[src/rtl/control_unit_np.sv]
// control_unit_np: byte-serial host command controller driving N rotating DSP pipelines.
// Optional feature macro CONTROL_CHECKSUM_EN adds a trailing XOR checksum byte to payload commands.
`default_nettype none

module control_unit_np #(
  parameter int N_PIPES        = 2,
  parameter int N_BLOCKS       = 256,
  parameter int DATA_WIDTH     = 16,
  parameter int INSTR_WIDTH    = 32,
  parameter int TIMEOUT_CYCLES = 1000000,
  localparam int PW  = (N_PIPES > 2) ? $clog2(N_PIPES) : 1,
  localparam int BAW = (N_BLOCKS > 2) ? $clog2(N_BLOCKS) : 1
) (
  input  logic                   clk,
  input  logic                   reset_n,
  input  logic [7:0]             in_byte,
  input  logic                   in_valid,
  output logic                   in_ready,
  output logic [BAW-1:0]         block_target,
  output logic                   reg_target,
  output logic [INSTR_WIDTH-1:0] instr_out,
  output logic [DATA_WIDTH-1:0]  data_out,
  output logic [23:0]            delay_size_out,
  output logic [23:0]            init_delay_out,
  output logic [N_PIPES-1:0]     block_instr_write,
  output logic [N_PIPES-1:0]     block_reg_write,
  output logic [N_PIPES-1:0]     reg_writes_commit,
  output logic [N_PIPES-1:0]     alloc_delay,
  output logic [N_PIPES-1:0]     pipe_full_reset,
  output logic [N_PIPES-1:0]     pipe_enables,
  input  logic [N_PIPES-1:0]     regfile_syncing,
  input  logic [N_PIPES-1:0]     pipe_resetting,
  output logic                   swap_req,
  input  logic                   swap_busy,
  output logic [PW-1:0]          front_pipe,
  output logic [PW-1:0]          back_pipe,
  output logic                   set_input_gain,
  output logic                   set_output_gain,
  output logic [7:0]             resp_byte,
  output logic                   resp_valid,
  input  logic                   resp_ready,
  output logic [7:0]             control_state
);

  localparam int BB  = (N_BLOCKS > 256) ? 2 : 1;
  localparam int DB  = (DATA_WIDTH + 7) / 8;
  localparam int IB  = INSTR_WIDTH / 8;
  localparam int L_I = BB + IB;
  localparam int L_R = BB + DB;
  localparam int L_M = (L_I > L_R) ? L_I : L_R;
  localparam int PAY_BYTES = (L_M > 6) ? L_M : 6;
  localparam int PAY_W = PAY_BYTES * 8;
  localparam int CW = $clog2(PAY_BYTES + 2);
  localparam int TW = (TIMEOUT_CYCLES > 1) ? $clog2(TIMEOUT_CYCLES + 1) : 1;
`ifdef CONTROL_CHECKSUM_EN
  localparam int CHK = 1;
`else
  localparam int CHK = 0;
`endif

  localparam logic [7:0] OP_BEGIN  = 8'h01;
  localparam logic [7:0] OP_END    = 8'h02;
  localparam logic [7:0] OP_INSTR  = 8'h03;
  localparam logic [7:0] OP_WREG0  = 8'h04;
  localparam logic [7:0] OP_WREG1  = 8'h05;
  localparam logic [7:0] OP_ALLOC  = 8'h06;
  localparam logic [7:0] OP_UREG0  = 8'h07;
  localparam logic [7:0] OP_UREG1  = 8'h08;
  localparam logic [7:0] OP_IGAIN  = 8'h09;
  localparam logic [7:0] OP_OGAIN  = 8'h0A;
  localparam logic [7:0] OP_COMMIT = 8'h0B;

  localparam logic [7:0] RC_ACK     = 8'h00;
  localparam logic [7:0] RC_UNKNOWN = 8'h01;
  localparam logic [7:0] RC_NOPROG  = 8'h02;
  localparam logic [7:0] RC_TIMEOUT = 8'h03;
  localparam logic [7:0] RC_CHKSUM  = 8'h04;

  localparam logic [N_PIPES-1:0] ONE = N_PIPES'(1);

  typedef enum logic [2:0] {
    S_IDLE       = 3'd0,
    S_LISTEN     = 3'd1,
    S_EXECUTE    = 3'd2,
    S_RESP       = 3'd3,
    S_SWAP_WAIT  = 3'd4,
    S_RESET_WAIT = 3'd5
  } state_t;

  state_t             state_q, state_d;
  logic [7:0]         op_q, op_d;
  logic [CW-1:0]      cnt_q, cnt_d;
  logic [PAY_W-1:0]   pay_q, pay_d;
  logic               prog_q, prog_d;
  logic [PW-1:0]      front_q, front_d, back_q, back_d, rpipe_q, rpipe_d;
  logic [N_PIPES-1:0] en_q, en_d, pfr_q, pfr_d;
  logic [7:0]         code_q, code_d;
  logic               first_q, first_d;
  logic [TW-1:0]      to_q, to_d;
  logic               chk_ok;
`ifdef CONTROL_CHECKSUM_EN
  logic [7:0]         xor_q, xor_d;
  logic               chk_ok_q, chk_ok_d;
  assign chk_ok = chk_ok_q;
`else
  assign chk_ok = 1'b1;
`endif

  function automatic logic [N_PIPES-1:0] onehot(input logic [PW-1:0] p);
    return ONE << p;
  endfunction

  function automatic logic [CW-1:0] pay_len(input logic [7:0] op);
    case (op)
      OP_INSTR:                              return CW'(BB + IB + CHK);
      OP_WREG0, OP_WREG1, OP_UREG0, OP_UREG1: return CW'(BB + DB + CHK);
      OP_ALLOC:                              return CW'(6 + CHK);
      OP_IGAIN, OP_OGAIN:                    return CW'(DB + CHK);
      default:                               return '0;
    endcase
  endfunction

  logic          accept, elig, timeout_hit, is_ureg, stall;
  logic [PW-1:0] back_next;

  assign in_ready      = (state_q == S_IDLE) || (state_q == S_LISTEN);
  assign resp_valid    = (state_q == S_RESP);
  assign resp_byte     = code_q;
  assign control_state = {5'b0, state_q};
  assign front_pipe    = front_q;
  assign back_pipe     = back_q;
  assign pipe_enables  = en_q;
  assign pipe_full_reset = pfr_q;

  // Payload is right-aligned: value in the low bytes, block field just above it.
  assign block_target   = (op_q == OP_INSTR) ? pay_q[INSTR_WIDTH +: BAW] : pay_q[DB*8 +: BAW];
  assign reg_target     = (op_q == OP_WREG1) || (op_q == OP_UREG1);
  assign instr_out      = pay_q[INSTR_WIDTH-1:0];
  assign data_out       = pay_q[DATA_WIDTH-1:0];
  assign delay_size_out = pay_q[47:24];
  assign init_delay_out = pay_q[23:0];

  assign accept      = in_valid && in_ready;
  assign elig        = (state_q != S_SWAP_WAIT) && (state_q != S_RESET_WAIT);
  assign timeout_hit = prog_q && elig && (to_q == TW'(TIMEOUT_CYCLES - 1));
  assign is_ureg     = (op_q == OP_UREG0) || (op_q == OP_UREG1);
  assign stall       = swap_busy || regfile_syncing[is_ureg ? front_q : back_q];
  assign back_next   = (back_q == PW'(N_PIPES - 1)) ? '0 : back_q + 1'b1;

  always_comb begin
    state_d = state_q;  op_d = op_q;     cnt_d = cnt_q;     pay_d = pay_q;
    prog_d = prog_q;    front_d = front_q; back_d = back_q; rpipe_d = rpipe_q;
    en_d = en_q;        pfr_d = '0;      code_d = code_q;   first_d = first_q;
    to_d = to_q;
`ifdef CONTROL_CHECKSUM_EN
    xor_d = xor_q;      chk_ok_d = chk_ok_q;
`endif
    block_instr_write = '0; block_reg_write = '0; reg_writes_commit = '0;
    alloc_delay = '0; swap_req = 1'b0; set_input_gain = 1'b0; set_output_gain = 1'b0;

    if (!prog_q || accept) to_d = '0;
    else if (elig)         to_d = to_q + 1'b1;

    case (state_q)
      S_IDLE: if (accept) begin
        op_d  = in_byte;
        cnt_d = pay_len(in_byte);
`ifdef CONTROL_CHECKSUM_EN
        xor_d = in_byte;  chk_ok_d = 1'b1;
`endif
        case (in_byte)
          OP_BEGIN: begin prog_d = 1'b1; code_d = RC_ACK; state_d = S_RESP; end
          OP_INSTR, OP_WREG0, OP_WREG1, OP_ALLOC:
            if (!prog_q) begin code_d = RC_NOPROG; state_d = S_RESP; end
            else state_d = S_LISTEN;
          OP_UREG0, OP_UREG1, OP_IGAIN, OP_OGAIN: state_d = S_LISTEN;
          OP_COMMIT: state_d = S_EXECUTE;
          OP_END:
            if (prog_q) state_d = S_EXECUTE;
            else begin code_d = RC_NOPROG; state_d = S_RESP; end
          default: begin code_d = RC_UNKNOWN; state_d = S_RESP; end
        endcase
      end
      S_LISTEN: if (accept) begin
        cnt_d = cnt_q - 1'b1;
`ifdef CONTROL_CHECKSUM_EN
        xor_d = xor_q ^ in_byte;
        if (cnt_q == CW'(1)) begin
          chk_ok_d = (xor_q == in_byte);
          state_d  = S_EXECUTE;
        end else begin
          pay_d = {pay_q[PAY_W-9:0], in_byte};
        end
`else
        pay_d = {pay_q[PAY_W-9:0], in_byte};
        if (cnt_q == CW'(1)) state_d = S_EXECUTE;
`endif
      end
      S_EXECUTE: begin
        code_d  = RC_ACK;
        state_d = S_RESP;
        if (!chk_ok) begin
          code_d = RC_CHKSUM;
        end else begin
          case (op_q)
            OP_INSTR: block_instr_write = onehot(back_q);
            OP_WREG0, OP_WREG1, OP_UREG0, OP_UREG1:
              if (stall) state_d = S_EXECUTE;
              else block_reg_write = onehot(is_ureg ? front_q : back_q);
            OP_ALLOC:  alloc_delay       = onehot(back_q);
            OP_IGAIN:  set_input_gain    = 1'b1;
            OP_OGAIN:  set_output_gain   = 1'b1;
            OP_COMMIT: reg_writes_commit = onehot(front_q);
            OP_END: begin
              swap_req          = 1'b1;
              reg_writes_commit = onehot(back_q);
              en_d              = en_q | onehot(back_q);
              prog_d            = 1'b0;
              first_d           = 1'b1;
              state_d           = S_SWAP_WAIT;
            end
            default: ;
          endcase
        end
      end
      S_RESP: if (resp_ready) state_d = S_IDLE;
      S_SWAP_WAIT:
        if (first_q) first_d = 1'b0;
        else if (!swap_busy) begin
          front_d = back_q;
          back_d  = back_next;
          rpipe_d = front_q;
          pfr_d   = onehot(front_q);
          en_d    = en_q & ~onehot(front_q);
          first_d = 1'b1;
          state_d = S_RESET_WAIT;
        end
      S_RESET_WAIT:
        if (first_q) first_d = 1'b0;
        else if (pipe_resetting[rpipe_q]) state_d = S_RESP;
      default: state_d = S_IDLE;
    endcase

    // Timeout abandons whatever is in flight, including a byte accepted this cycle.
    if (timeout_hit) begin
      block_instr_write = '0; block_reg_write = '0; reg_writes_commit = '0;
      alloc_delay = '0; swap_req = 1'b0; set_input_gain = 1'b0; set_output_gain = 1'b0;
      en_d = en_q; front_d = front_q; back_d = back_q; pay_d = pay_q;
      pfr_d   = onehot(back_q);
      prog_d  = 1'b0;
      rpipe_d = back_q;
      code_d  = RC_TIMEOUT;
      first_d = 1'b1;
      to_d    = '0;
      state_d = S_RESET_WAIT;
    end
  end

  always_ff @(posedge clk or negedge reset_n) begin
    if (!reset_n) begin
      state_q <= S_IDLE;  op_q <= '0;     cnt_q <= '0;    pay_q <= '0;
      prog_q <= 1'b0;     front_q <= '0;  back_q <= PW'(1); rpipe_q <= '0;
      en_q <= ONE;        pfr_q <= '1;    code_q <= '0;   first_q <= 1'b0;
      to_q <= '0;
`ifdef CONTROL_CHECKSUM_EN
      xor_q <= '0;        chk_ok_q <= 1'b1;
`endif
    end else begin
      state_q <= state_d; op_q <= op_d;       cnt_q <= cnt_d;   pay_q <= pay_d;
      prog_q <= prog_d;   front_q <= front_d; back_q <= back_d; rpipe_q <= rpipe_d;
      en_q <= en_d;       pfr_q <= pfr_d;     code_q <= code_d; first_q <= first_d;
      to_q <= to_d;
`ifdef CONTROL_CHECKSUM_EN
      xor_q <= xor_d;     chk_ok_q <= chk_ok_d;
`endif
    end
  end

endmodule

`default_nettype wire

[config.mk]
export PLATFORM = sky130hd
export DESIGN_NAME = control_unit_np
export DESIGN_NICKNAME = d
export VERILOG_FILES = /design/src/rtl/control_unit_np.sv
export SDC_FILE = /design/constraint.sdc
export NUM_CORES = 1
export LEC_CHECK = 0
export BUFFER_PORTS_ARGS = -buffer_cell sky130_fd_sc_hd__buf_2
export CORE_ASPECT_RATIO = 0.9
export CORE_MARGIN = 4
export CORE_UTILIZATION = 49
export DETAILED_ROUTE_END_ITERATION = 8
export GPL_ROUTABILITY_DRIVEN = 0
export PLACE_DENSITY_LB_ADDON = 0.15
export SKIP_CTS_REPAIR_TIMING = 1
export SYNTH_ARGS = -nofsm -noshare
export SYNTH_HDL_FRONTEND = slang
export SYNTH_SLANG_ARGS = --single-unit
[constraint.sdc]
create_clock -name clk -period 2.8 [get_ports clk]
set_input_delay 0.14 -clock clk [delete_from_list [all_inputs] [get_ports clk]]
set_output_delay 0.14 -clock clk [all_outputs]
set_load 0.01 [all_outputs]
# [Word level (Yosys, flattened, before mapping)]
# Memories as Yosys holds them, arrays and structs flattened.
# Index checks and enable logic that the tools add are counted.
[totals] ff_bits=99 romBits=48 input_bits=17 elab_cells=188 mem_count=1
[memory_table] memory="(no name shown)" depth=16 word_bits=3 read_ports=1 rd_clocked_by_memory_dff=0 write_ports=0 line="114" text="case (op)"
[classes] n_addsub=3 order_cmp=2 n_eq_ne=49 n_shift=3 mux=78 bitwise=6 n_reduce_logical=33
[ops] op="$eq 8x3->1 const B" count=8
[ops] op="$eq 8x4->1 const B" count=8
[ops] op="$mux 20" count=3
[ops] op="$mux 2" count=20
[ops] op="$mux 3" count=12
[ops] op="$eq 8x2->1 const B" count=4
[ops] op="$mux 8" count=4
[ops] op="$mux 1" count=29
[ops] op="$ne 3x3->1 const B" count=9
[ops] op="$pmux 8 s3" count=1
[ops] op="$add 20x1->20 const B" count=1
[ops] op="$eq 20x20->1 const B" count=1
[ops] op="$pmux 3 s6" count=1
[ops] op="$pmux 8 s2" count=1
[ops] op="$pmux 3 s2" count=2
[ops] op="$reduce_and 4->1" count=3
[ops] op="$reduce_or 4->1" count=3
[ops] op="$reduce_or 5->1" count=2
[ops] op="$ne 3x2->1 const B" count=3
[ops] op="$reduce_and 3->1" count=3
[ops] op="$eq 8x1->1 const B" count=1
[ops] op="$ne 2x2->1 const B" count=4
[ops] op="$pmux 2 s2" count=2
[ops] op="$pmux 2 s4" count=1
[ops] op="other kinds (27)" count=48

# [Depth between registers and ports, before layout]
# Gate-level depths: netlist of the first run.
[depth] depth_word=10 mapped_depth=11 ltp_nobuf=8

# [Worst setup path before layout of the first run]
# OpenSTA, ideal clock, no wires.
[synth_timing] path_type="register -> output" from="register to_q[0]" to="output reg_writes_commit[0]" t_arrival_ns=2.248 t_required_ns=2.660 path_slack_ns=0.412 path_stages_with_launch=9 cell_sequence="dfrtp_1 -> ha_1 -> and3_1 -> clkbuf_1 -> and2_1 -> nand3_1 -> nand3_1 -> or3b_2 -> o32ai_1"
[synth_between] elab_chain_cells=3
[synth_lines] item="from (decl)" line="99" text="logic [TW-1:0] to_q, to_d;"
[synth_lines] item="from (signal assigned)" line="272" text="to_q <= to_d;"
[synth_lines] item="$eq 20x20->1" line="145" text="assign timeout_hit = prog_q && elig && (to_q == TW'(TIMEOUT_CYCLES - 1));"
[synth_lines] item="$logic_and 1x1->1" line="145"
[synth_lines] item="$mux 2" line="245" text="if (timeout_hit) begin"
[synth_lines] item="to (decl)" line="27" text="output logic [N_PIPES-1:0] reg_writes_commit,"
# No other way between the ends.

# [Worst setup path in the final report of the first run]
# Ends and elaborated chain as after synthesis.

==> flow_metrics.env, run 1 <==
export IMPL_drtIter0Drc=287
export IMPL_ios=157
export IMPL_clock_fmax_mhz=381
export IMPL_portBuffers=145
export IMPL_grt_pass1_vias=3712
export IMPL_synth_area_top_cells="dfrtp_1 44%, mux2_2 13%, buf_4 9.3%"
export IMPL_synthSimpleGateAreaFrac_pct=15.1
export IMPL_layout_nets=597
export IMPL_r2r_end="pay_q[22]"
export IMPL_vias=3892
export IMPL_crit_cells=8
export IMPL_utilization_pct=58.0
export IMPL_syn2layout_area_growth_pct=15.9
export IMPL_wirelength_microns=11800
export IMPL_ys_async_sr_fraction_pct=100
export IMPL_p_sw_uw=2470
export IMPL_maxSlewViolCount=0
export IMPL_path_cells="ha_1, and3_2, and2_1, nand3_2, nand3_2, or3b_4, o32ai_1, buf_2"
export IMPL_seqPwrFrac_pct=36.6
export IMPL_clockRootBuffer="clkbuf_16"
export IMPL_htreeDepth=3
export IMPL_firstDrtPassIters=4
export IMPL_synth_fa_ha_area_share_pct=0.735
export IMPL_cellPowerDensity_nw_per_um2=1110
export IMPL_cts_buffer_depth=2
export IMPL_peakVddDrop_v=0.000576
export IMPL_hpwl_microns=8670
export IMPL_r2r_start="to_q[10]"
export IMPL_synth_compound_area_share_pct=7.93
export IMPL_synth_largest_area_cell="dfrtp_1"
export IMPL_met1_usage_pct=27.5
export IMPL_clock_latency_ns=0.34
export IMPL_grt_busiest_layer="met2"
export IMPL_cp_top_family="simple AND/OR/NAND/NOR gates"
export IMPL_synth_edff_count=0
export IMPL_synth_top_area_share_pct=43.6
export IMPL_syn_area_sq_um=5110
export IMPL_synth_top_family_by_area="multiplexers"
export IMPL_grt_max_degree=87
export IMPL_cts_sinks=93
export IMPL_start_kind="register"
export IMPL_p_int_uw=4090
export IMPL_fp_dieH_microns=105
export IMPL_violations="hold timing"
export IMPL_pwr_share_comb_pct=43.3
export IMPL_via_per_inst=5.48
export IMPL_dieArea_sq_um=12100
export IMPL_num_antenna_cells=0
export IMPL_cts_tree="done"
export IMPL_grt_use_met2_pct=31.9
export IMPL_rr_worst_depth=6
export IMPL_p_leak_uw=0.00282
export IMPL_route_detailed_drc=0
export IMPL_worst_hold_slack_ns=-0.00790
export IMPL_synth_area_mux_share_pct=15.5
export IMPL_grt_pass1_wl_microns=19500
export IMPL_startpoint="to_q[0]"
export IMPL_yosysUniqueCellTypes=58
export IMPL_syn_inst=478
export IMPL_arrival_ns=2.49
export IMPL_wl_per_cell_microns=16.6
export IMPL_endpoint_kind="primary output"
export IMPL_grt_overflow=0
export IMPL_numCtsBuffers=9
export IMPL_slew_headroom_pct=29.3
export IMPL_met3_usage_pct=6.02
export IMPL_dieWidth_microns=116
export IMPL_rows=35
export IMPL_critPathMaxFanout=6
export IMPL_multi_input_area_sq_um=2220
export IMPL_final_seq_area_sq_um=2330
export IMPL_reg2reg_slack_ns=0.38
export IMPL_n_fill_cell=895
export IMPL_cpMaxStageDelayCell="or3b_4"
export IMPL_core_sq_um=10200
export IMPL_p_total_uw=6560
export IMPL_yosys_top_cells_count="89 x dfrtp_1, 63 x buf_4, 58 x mux2_2, 38 x nor2_1, 24 x nand2_1"
export IMPL_endpoint="reg_writes_commit[0]"
export IMPL_clockPowerShare_pct=20.1
export IMPL_tightest_slew_ns=1.06
export IMPL_seq_area_frac_synth_pct=45.6
export IMPL_layout_drive_gt1_share_pct=43.9
export IMPL_crit_required_ns=2.66
export IMPL_fin_crit_sh_pct=93.8
export IMPL_syn_avg_cell_area_sq_um=10.7
export IMPL_ys_warn_count=0
export IMPL_synth_most_common_cell="dfrtp_1"
export IMPL_skew_ns=0.00871
export IMPL_status="finished, violations left"
export IMPL_postSynthRegisterBits=93
export IMPL_finalSetupViolCount=0
export IMPL_hold_viol_final=2
export IMPL_ant_nets=0
export IMPL_critPathKind="reg2out"
export IMPL_cp_slowest_stage_delay_ns=0.44
export IMPL_ys_flop_type="dfrtp_1"
export IMPL_worst_path_buf_inv=1
export IMPL_crit_top_cell="nand3_2"
export IMPL_hold_class="in2async"
export IMPL_netSwitchingFraction_pct=37.7
export IMPL_initial_utilization_pct=50.1
export IMPL_drv_cap=0
export IMPL_grtUsageTotal_pct=20.1
export IMPL_synthXorXnorAreaFrac_pct=3.09
export IMPL_clk_pin_slew_worst_paths_ns=0.06
export IMPL_antenna_found_initial=0
export IMPL_fin_crit_ns=2.63
[area by class of cell]
| class | instances | share of cell area, % |
|---|---|---|
| flip-flops and latches | 93 | 39.4 |
| multi-input cells | 304 | 37.5 |
| repair buffers | 159 | 14.3 |
| clock buffers | 12 | 4.33 |
| well taps | 129 | 2.73 |
| clock inverters | 3 | 1.16 |
| inverters | 10 | 0.634 |
[worst min-delay path by stage]
stage / from / to / slack, ns / cells after the start
after floorplan: reset_n / cnt_q[0] / -0.16 / 0
after global routing: in_byte[7] / pay_q[7] / 0.05 / 2
after detailed placement: reset_n / pay_q[39] / 0.40 / 1
after CTS: reset_n / pay_q[39] / 0.04 / 1
after global placement: reset_n / pay_q[47] / 0.40 / 1
final: reset_n / pay_q[39] / -0.008 / 1
[per-stage QoR]
step	instances	worst slack [ns]	setup TNS, ns	area (sq um)	hold WS (ns)
2_1_floorplan	488	0.412	0	5150	-0.156
3_3_place_gp	695	0.381	0	5580	0.398
3_5_place_dp	695	0.364	0	5580	0.403
4_1_cts	710	-0.0220	-0.0400	5910	0.0435
5_1_grt	710	-0.00489	-0.00489	5920	0.0507
6_report	710	0.173	0	5920	-0.00790
[cells in the final DEF (no fill, tap or decap), types with 9 or more instances in the layout]
cell type  instances
nand2_1           24
nand3_1           12
clkbuf_16          9
buf_2            144
inv_1             10
nand4_1            9
conb_1            11
nor2_1            38
dfrtp_1           89
a21oi_1           12
xor2_1            10
mux2_2            58
buf_4             14
o21ai_0           16
[power groups by stage]
stage	clock network [uW]	logic, uW	registers [uW]
3_5_place_dp	0	2870	2430
4_1_cts	1350	2880	2410
6_report	1320	2840	2400
3_3_place_gp	0	2830	2400
2_1_floorplan	0	2110	2430
5_1_grt	1410	3090	2510
[cell families (layout without fill, tap and decap cells)]
group,Yosys count,in the layout
AO/OA/AOI/OAI,61,61
adder cells (fa/ha/maj),3,3
AND/OR/NAND/NOR,143,143
multiplexers,68,68
XOR/XNOR,18,18
flip-flops,93,93
other,1,11
buffers and inverters,91,184
[worst reg2reg max path, cell delays in order, from the launching register on]
cell,delay [ns]
dfrtp_1,0.44
or4_1,0.54
nor4_2,0.29
and3_1,0.23
or3_2,0.14
buf_12,0.26
mux2_2,0.39
[routing by layer]
metal	share of wire, %	vias up
met3	7.7	9
met2	48	148
met5	0	-
li1	-	1829
met4	1.0	0
met1	44	1906
[state kept, by name, indices dropped and copies added, names as in the netlist, 2 cells and up]
name / count
to_q: 20
resp_byte: 2
pipe_enables: 2
cnt_q: 3
pay_q: 48
state_q: 3
pipe_full_reset: 2
op_q: 8
Power figures use the tool's default switching activity.
==> run 2, diff against run 1 <==
--- a/config.mk
+++ b/config.mk
@@ -5,6 +5,7 @@
 export SDC_FILE = /design/constraint.sdc
 export NUM_CORES = 1
 export LEC_CHECK = 0
+export ABC_AREA = 1
 export BUFFER_PORTS_ARGS = -buffer_cell sky130_fd_sc_hd__buf_2
 export CORE_ASPECT_RATIO = 0.9
 export CORE_MARGIN = 4
==> constraint.sdc (replaced) <==
create_clock -name clk -period 3 [get_ports clk]
set_input_delay 0.15 -clock clk [delete_from_list [all_inputs] [get_ports clk]]
set_output_delay 0.15 -clock clk [all_outputs]
set_load 0.01 [all_outputs]
==> flow_metrics.env, run 2 <==
export IMPL_status="finished, final reports clean"
export IMPL_layout_nets=802
export IMPL_fin_crit_sh_pct=86.7
export IMPL_netSwitchingFraction_pct=41.8
export IMPL_clock_fmax_mhz=384
export IMPL_start_kind="register"
export IMPL_synth_edff_count=0
export IMPL_dieWidth_microns=119
export IMPL_cts_tree="done"
export IMPL_r2r_start="to_q[0]"
export IMPL_tightest_slew_ns=0.777
export IMPL_critPathMaxFanout=18
export IMPL_fin_tns_setup_ns=0
export IMPL_firstDrtPassIters=5
export IMPL_p_leak_uw=0.00327
export IMPL_cts_sinks=93
export IMPL_syn2layout_area_growth_pct=15.0
export IMPL_reg2reg_slack_ns=0.64
export IMPL_htreeDepth=3
export IMPL_final_common_cell="buf_2"
export IMPL_pwr_share_comb_pct=43.0
export IMPL_cts_buffer_depth=2
export IMPL_rows=36
export IMPL_fp_dieH_microns=108
export IMPL_grt_pass1_wl_microns=21300
export IMPL_hold_viol_final=0
export IMPL_dp_slack_ns=0.668
export IMPL_antenna_found_initial=0
export IMPL_synth_area_top_cells="dfrtp_1 41%, buf_4 8.3%, nand2_1 8.1%"
export IMPL_p_int_uw=3620
export IMPL_n_fill_cell=1028
export IMPL_skew_ns=0.00776
export IMPL_slew_headroom_pct=47.7
export IMPL_syn_area_sq_um=5440
export IMPL_clock_latency_ns=0.34
export IMPL_clockPowerShare_pct=21.3
export IMPL_layout_common_cells="144 x buf_2, 117 x nand2_1, 89 x inv_1, 89 x dfrtp_1, 63 x nor2_1"
export IMPL_synth_most_common_cell="nand2_1"
export IMPL_clk_pin_slew_worst_paths_ns=0.06
export IMPL_drtIter0Drc=307
export IMPL_yosys_top_cells_count="117 x nand2_1, 89 x dfrtp_1, 89 x inv_1, 63 x nor2_1, 60 x buf_4"
export IMPL_numCtsBuffers=9
export IMPL_grt_overflow=0
export IMPL_ys_async_sr_fraction_pct=100
export IMPL_p_sw_uw=2600
export IMPL_wirelength_microns=12800
export IMPL_grtUsageTotal_pct=20.4
export IMPL_seq_area_frac_synth_pct=42.9
export IMPL_peakVddDrop_v=0.000410
export IMPL_syn_avg_cell_area_sq_um=7.96
export IMPL_wl_per_cell_microns=13.6
export IMPL_critPathKind="reg2out"
export IMPL_arrival_ns=2.45
export IMPL_seqPwrFrac_pct=35.7
export IMPL_syn_inst=683
export IMPL_postSynthRegisterBits=93
export IMPL_reg_largest_list="pay_q (48), to_q (20), op_q (8)"
export IMPL_rsz0062_at_grt="no"
export IMPL_hpwl_microns=9740
export IMPL_maxSlewViolCount=0
export IMPL_portBuffers=145
export IMPL_ant_nets=0
export IMPL_ys_flop_type="dfrtp_1"
export IMPL_r2r_end="pay_q[33]"
export IMPL_synth_largest_area_cell="dfrtp_1"
export IMPL_ys_warn_count=0
export IMPL_initial_utilization_pct=50.1
export IMPL_vias=4633
export IMPL_ios=157
export IMPL_crit_required_ns=2.85
export IMPL_hp_start="resp_ready"
export IMPL_clockRootBuffer="clkbuf_16"
export IMPL_yosysUniqueCellTypes=43
export IMPL_grt_max_degree=40
export IMPL_dieArea_sq_um=12800
export IMPL_rr_worst_depth=10
export IMPL_endpoint_kind="primary output"
export IMPL_via_per_inst=4.93
export IMPL_synth_top_area_share_pct=41.0
export IMPL_num_antenna_cells=0
export IMPL_core_sq_um=10900
export IMPL_drv_cap=0
export IMPL_largest_register="pay_q"
export IMPL_cellPowerDensity_nw_per_um2=994
export IMPL_largest_register_ffs=48
export IMPL_hold_class="in2reg"
export IMPL_fin_crit_ns=2.60
export IMPL_route_detailed_drc=0
export IMPL_holdPathEnd="state_q[1]"
export IMPL_layout_setup_ws_ns=0.399
export IMPL_layout_drive_gt1_share_pct=29.4
export IMPL_min_path_cells=4
export IMPL_finalSetupViolCount=0
export IMPL_grt_pass1_vias=4356
[run 2: power by group through the flow]
stage,logic (uW),registers (uW),clock network [uW]
after floorplan,1950,2310,0
after global placement,2660,2220,0
after detailed placement,2700,2240,0
after CTS,2710,2220,1350
after global routing,3000,2300,1400
final,2670,2220,1320
[run 2: cell families (layout without fill, tap and decap cells)]
| group | Yosys count | in the layout | share of synthesized area (%) |
|---|---|---|---|
| XOR/XNOR | 4 | 4 | 0.644 |
| AND/OR/NAND/NOR | 288 | 288 | 24.9 |
| flip-flops | 93 | 93 | 42.9 |
| other | 1 | 11 | 0.0690 |
| adder cells (fa/ha/maj) | 3 | 3 | 0.690 |
| buffers and inverters | 167 | 261 | 16.9 |
| AO/OA/AOI/OAI | 127 | 127 | 13.9 |
[run 2: stage by stage]
stage	instances	hold WS, ns	utilization (%)	instance area [sq um]	total power [uW]
3_3_place_gp	922	0.139	54.3	5890	4880
4_1_cts	938	-0.218	57.5	6240	6280
6_report	939	0.0895	57.6	6250	6210
5_1_grt	939	0.0961	57.6	6250	6700
2_1_floorplan	693	-0.146	-	5480	4260
3_5_place_dp	922	0.152	54.3	5890	4940
[run 2: area by class of cell]
cell class,instances,area [sq um],share of cell area (%)
multi-input combinational,433,2220,35.6
clock inverter,6,110,1.76
inverter,93,349,5.58
tap,152,190,3.04
timing repair buffer,152,808,12.9
sequential,93,2330,37.3
clock buffer,10,239,3.82
[run 2: worst max-delay path by stage]
stage | end | slack (ns) | startpoint
after floorplan | set_output_gain | 1.16 | state_q[0]
after global placement | pay_q[12] | 0.77 | to_q[0]
after detailed placement | pay_q[12] | 0.67 | to_q[0]
after CTS | block_target[4] | 0.33 | op_q[7]
after global routing | block_target[4] | 0.11 | op_q[7]
final | block_target[4] | 0.40 | op_q[7]
[run 2: routing by layer]
metal | part of all wire, % | routed length [microns] | global-route usage (%) | vias up
met2 | 47 | 6040 | 33.7 | 134
met3 | 5.9 | 748 | 4.76 | 18
met5 | 0 | 0 | 0 | -
li1 | - | - | - | 2336
met1 | 45 | 5770 | 26.9 | 2145
met4 | 1.7 | 218 | 5.96 | 0
[run 2: critical path: stages (launching register included)]
cell	delay, ns
dfrtp_1	0.38
or2_2	0.32
nor2_4	0.20
nand4_1	0.60
o21ai_0	0.43
buf_2	0.19
==> run 3, diff against run 2 <==
--- a/config.mk
+++ b/config.mk
@@ -13,6 +13,7 @@
 export DETAILED_ROUTE_END_ITERATION = 8
 export GPL_ROUTABILITY_DRIVEN = 0
 export PLACE_DENSITY_LB_ADDON = 0.15
+export REMOVE_ABC_BUFFERS = 1
 export SKIP_CTS_REPAIR_TIMING = 1
 export SYNTH_ARGS = -nofsm -noshare
 export SYNTH_HDL_FRONTEND = slang
==> flow_metrics.env, run 3 (synthesis results as in run 2) <==
export IMPL_final_common_cell="buf_2"
export IMPL_cts_tree="done"
export IMPL_cellPowerDensity_nw_per_um2=979
export IMPL_clockRootBuffer="clkbuf_16"
export IMPL_fin_crit_ns=2.50
export IMPL_layout_nets=800
export IMPL_hold_viol_final=28
export IMPL_rsz0062_at_grt="no"
export IMPL_stdcell_area_sq_um=6180
export IMPL_endpoint_kind="primary output"
export IMPL_cp_slowest_stage_delay_ns=0.39
export IMPL_num_antenna_cells=0
export IMPL_antenna_found_initial=0
export IMPL_grt_pass1_vias=4366
export IMPL_clk_pin_slew_worst_paths_ns=0.07
export IMPL_firstDrtPassIters=5
export IMPL_p_leak_uw=0.00324
export IMPL_syn2layout_area_growth_pct=13.7
export IMPL_cpMaxStageDelayCell="dfrtp_1"
export IMPL_via_per_inst=5.00
export IMPL_met3_usage_pct=5.54
export IMPL_start_kind="register"
export IMPL_drtIter0Drc=309
export IMPL_seqPwrFrac_pct=36.4
export IMPL_grt_use_met2_pct=33.7
export IMPL_skew_ns=0.00711
export IMPL_path_cells="ha_1, nand3_1, nor2_4, nand4_2, nor3_4, nor2_1, inv_1, nor3_1, buf_2"
export IMPL_dieWidth_microns=119
export IMPL_arrival_ns=2.35
export IMPL_p_sw_uw=2630
export IMPL_dp_cells=921
export IMPL_status="finished, violations left"
export IMPL_p_int_uw=3420
export IMPL_fin_tns_setup_ns=0
export IMPL_largest_register_ffs=48
export IMPL_portBuffers=145
export IMPL_ant_nets=0
export IMPL_tightest_slew_ns=1.03
export IMPL_largest_register="pay_q"
export IMPL_slew_headroom_pct=31.4
export IMPL_cts_buffer_depth=2
export IMPL_met1_usage_pct=27.0
export IMPL_finalSetupViolCount=0
export IMPL_hpwl_microns=9910
export IMPL_fin_cells=937
export IMPL_grtUsageTotal_pct=20.6
export IMPL_grt_overflow=0
export IMPL_cts_sinks=93
export IMPL_fp_dieH_microns=108
export IMPL_dieArea_sq_um=12800
export IMPL_clockPowerShare_pct=19.0
export IMPL_rows=36
export IMPL_grt_pass1_wl_microns=21500
export IMPL_ios=157
export IMPL_clock_fmax_mhz=400
export IMPL_netSwitchingFraction_pct=43.5
export IMPL_critPathKind="reg2out"
export IMPL_hold_class="in2async"
export IMPL_crit_required_ns=2.85
export IMPL_core_sq_um=10900
export IMPL_grt_busiest_layer="met2"
export IMPL_grt_max_degree=83
export IMPL_place_area_sq_um=5890
export IMPL_initial_utilization_pct=50.1
export IMPL_n_fill_cell=998
export IMPL_layout_drive_gt1_share_pct=29.3
export IMPL_maxSlewViolCount=0
export IMPL_numCtsBuffers=9
export IMPL_layout_common_cells="144 x buf_2, 117 x nand2_1, 89 x inv_1, 89 x dfrtp_1, 63 x nor2_1"
export IMPL_peakVddDrop_v=0.000536
export IMPL_vias=4681
export IMPL_violations="hold timing"
export IMPL_clock_latency_ns=0.35
export IMPL_utilization_pct=57.0
export IMPL_htreeDepth=3
export IMPL_pwr_share_comb_pct=44.6
export IMPL_wirelength_microns=12800
export IMPL_reg_largest_list="pay_q (48), to_q (20), op_q (8)"
export IMPL_fin_crit_sh_pct=83.3
export IMPL_drv_cap=0
export IMPL_wl_per_cell_microns=13.7
export IMPL_critPathMaxFanout=7
export IMPL_route_detailed_drc=0
export IMPL_worst_hold_slack_ns=-0.0441
==> run 3: final timing paths <==
check / end / startpoint / slack [ns] / cells past startpoint
min in group clk: state_q[1] / resp_ready / 0.09 / 4
min reg2reg: resp_byte[0] / resp_byte[0] / 0.47 / 2
min: pay_q[34] / reset_n / -0.04 / 1
max in group asynchronous: pay_q[27] / reset_n / 2.28 / 2
max reg2reg: pay_q[34] / to_q[0] / 0.70 / 10
max: alloc_delay[1] / to_q[0] / 0.50 / 9
==> run 3: layout make-up <==
type	count	area (sq um)	area share [%]
Multi-Input combinational cell	433	2220	35.9
Clock inverter	7	73.8	1.19
Clock buffer	9	225	3.64
Sequential cell	93	2330	37.7
Inverter	93	349	5.64
Timing Repair Buffer	150	791	12.8
Tap cell	152	190	3.08
==> run 3: power groups by stage <==
stage / logic [uW] / clock network (uW) / registers, uW
2_1_floorplan: 1280 / 0 / 2490
3_3_place_gp: 2690 / 0 / 2210
3_5_place_dp: 2730 / 0 / 2240
4_1_cts: 2740 / 1170 / 2220
5_1_grt: 3030 / 1220 / 2300
6_report: 2700 / 1150 / 2200
==> run 3: layer usage <==
| layer | wire (microns) | vias up |
|---|---|---|
| met4 | 154 | 0 |
| met1 | 5710 | 2148 |
| met2 | 6100 | 187 |
| met3 | 881 | 13 |
| met5 | 0 | - |
| li1 | - | 2333 |
==> run 3: worst max-delay path, delay by kind of cell (launching register included) <==
family	cells	cell delay (ns)
adders and majority gates	1	0.25
buffers and inverters	2	0.40
DFF	1	0.39
and+or+nand+nor	6	0.96
==> run 3: through the flow <==
| step | setup WS [ns] | total power (uW) |
|---|---|---|
| final | 0.500 | 6060 |
| after global routing | 0.263 | 6560 |
| after CTS | 0.516 | 6130 |
| after detailed placement | 0.745 | 4970 |
| after global placement | 0.858 | 4900 |
| after floorplan | 0.692 | 3770 |
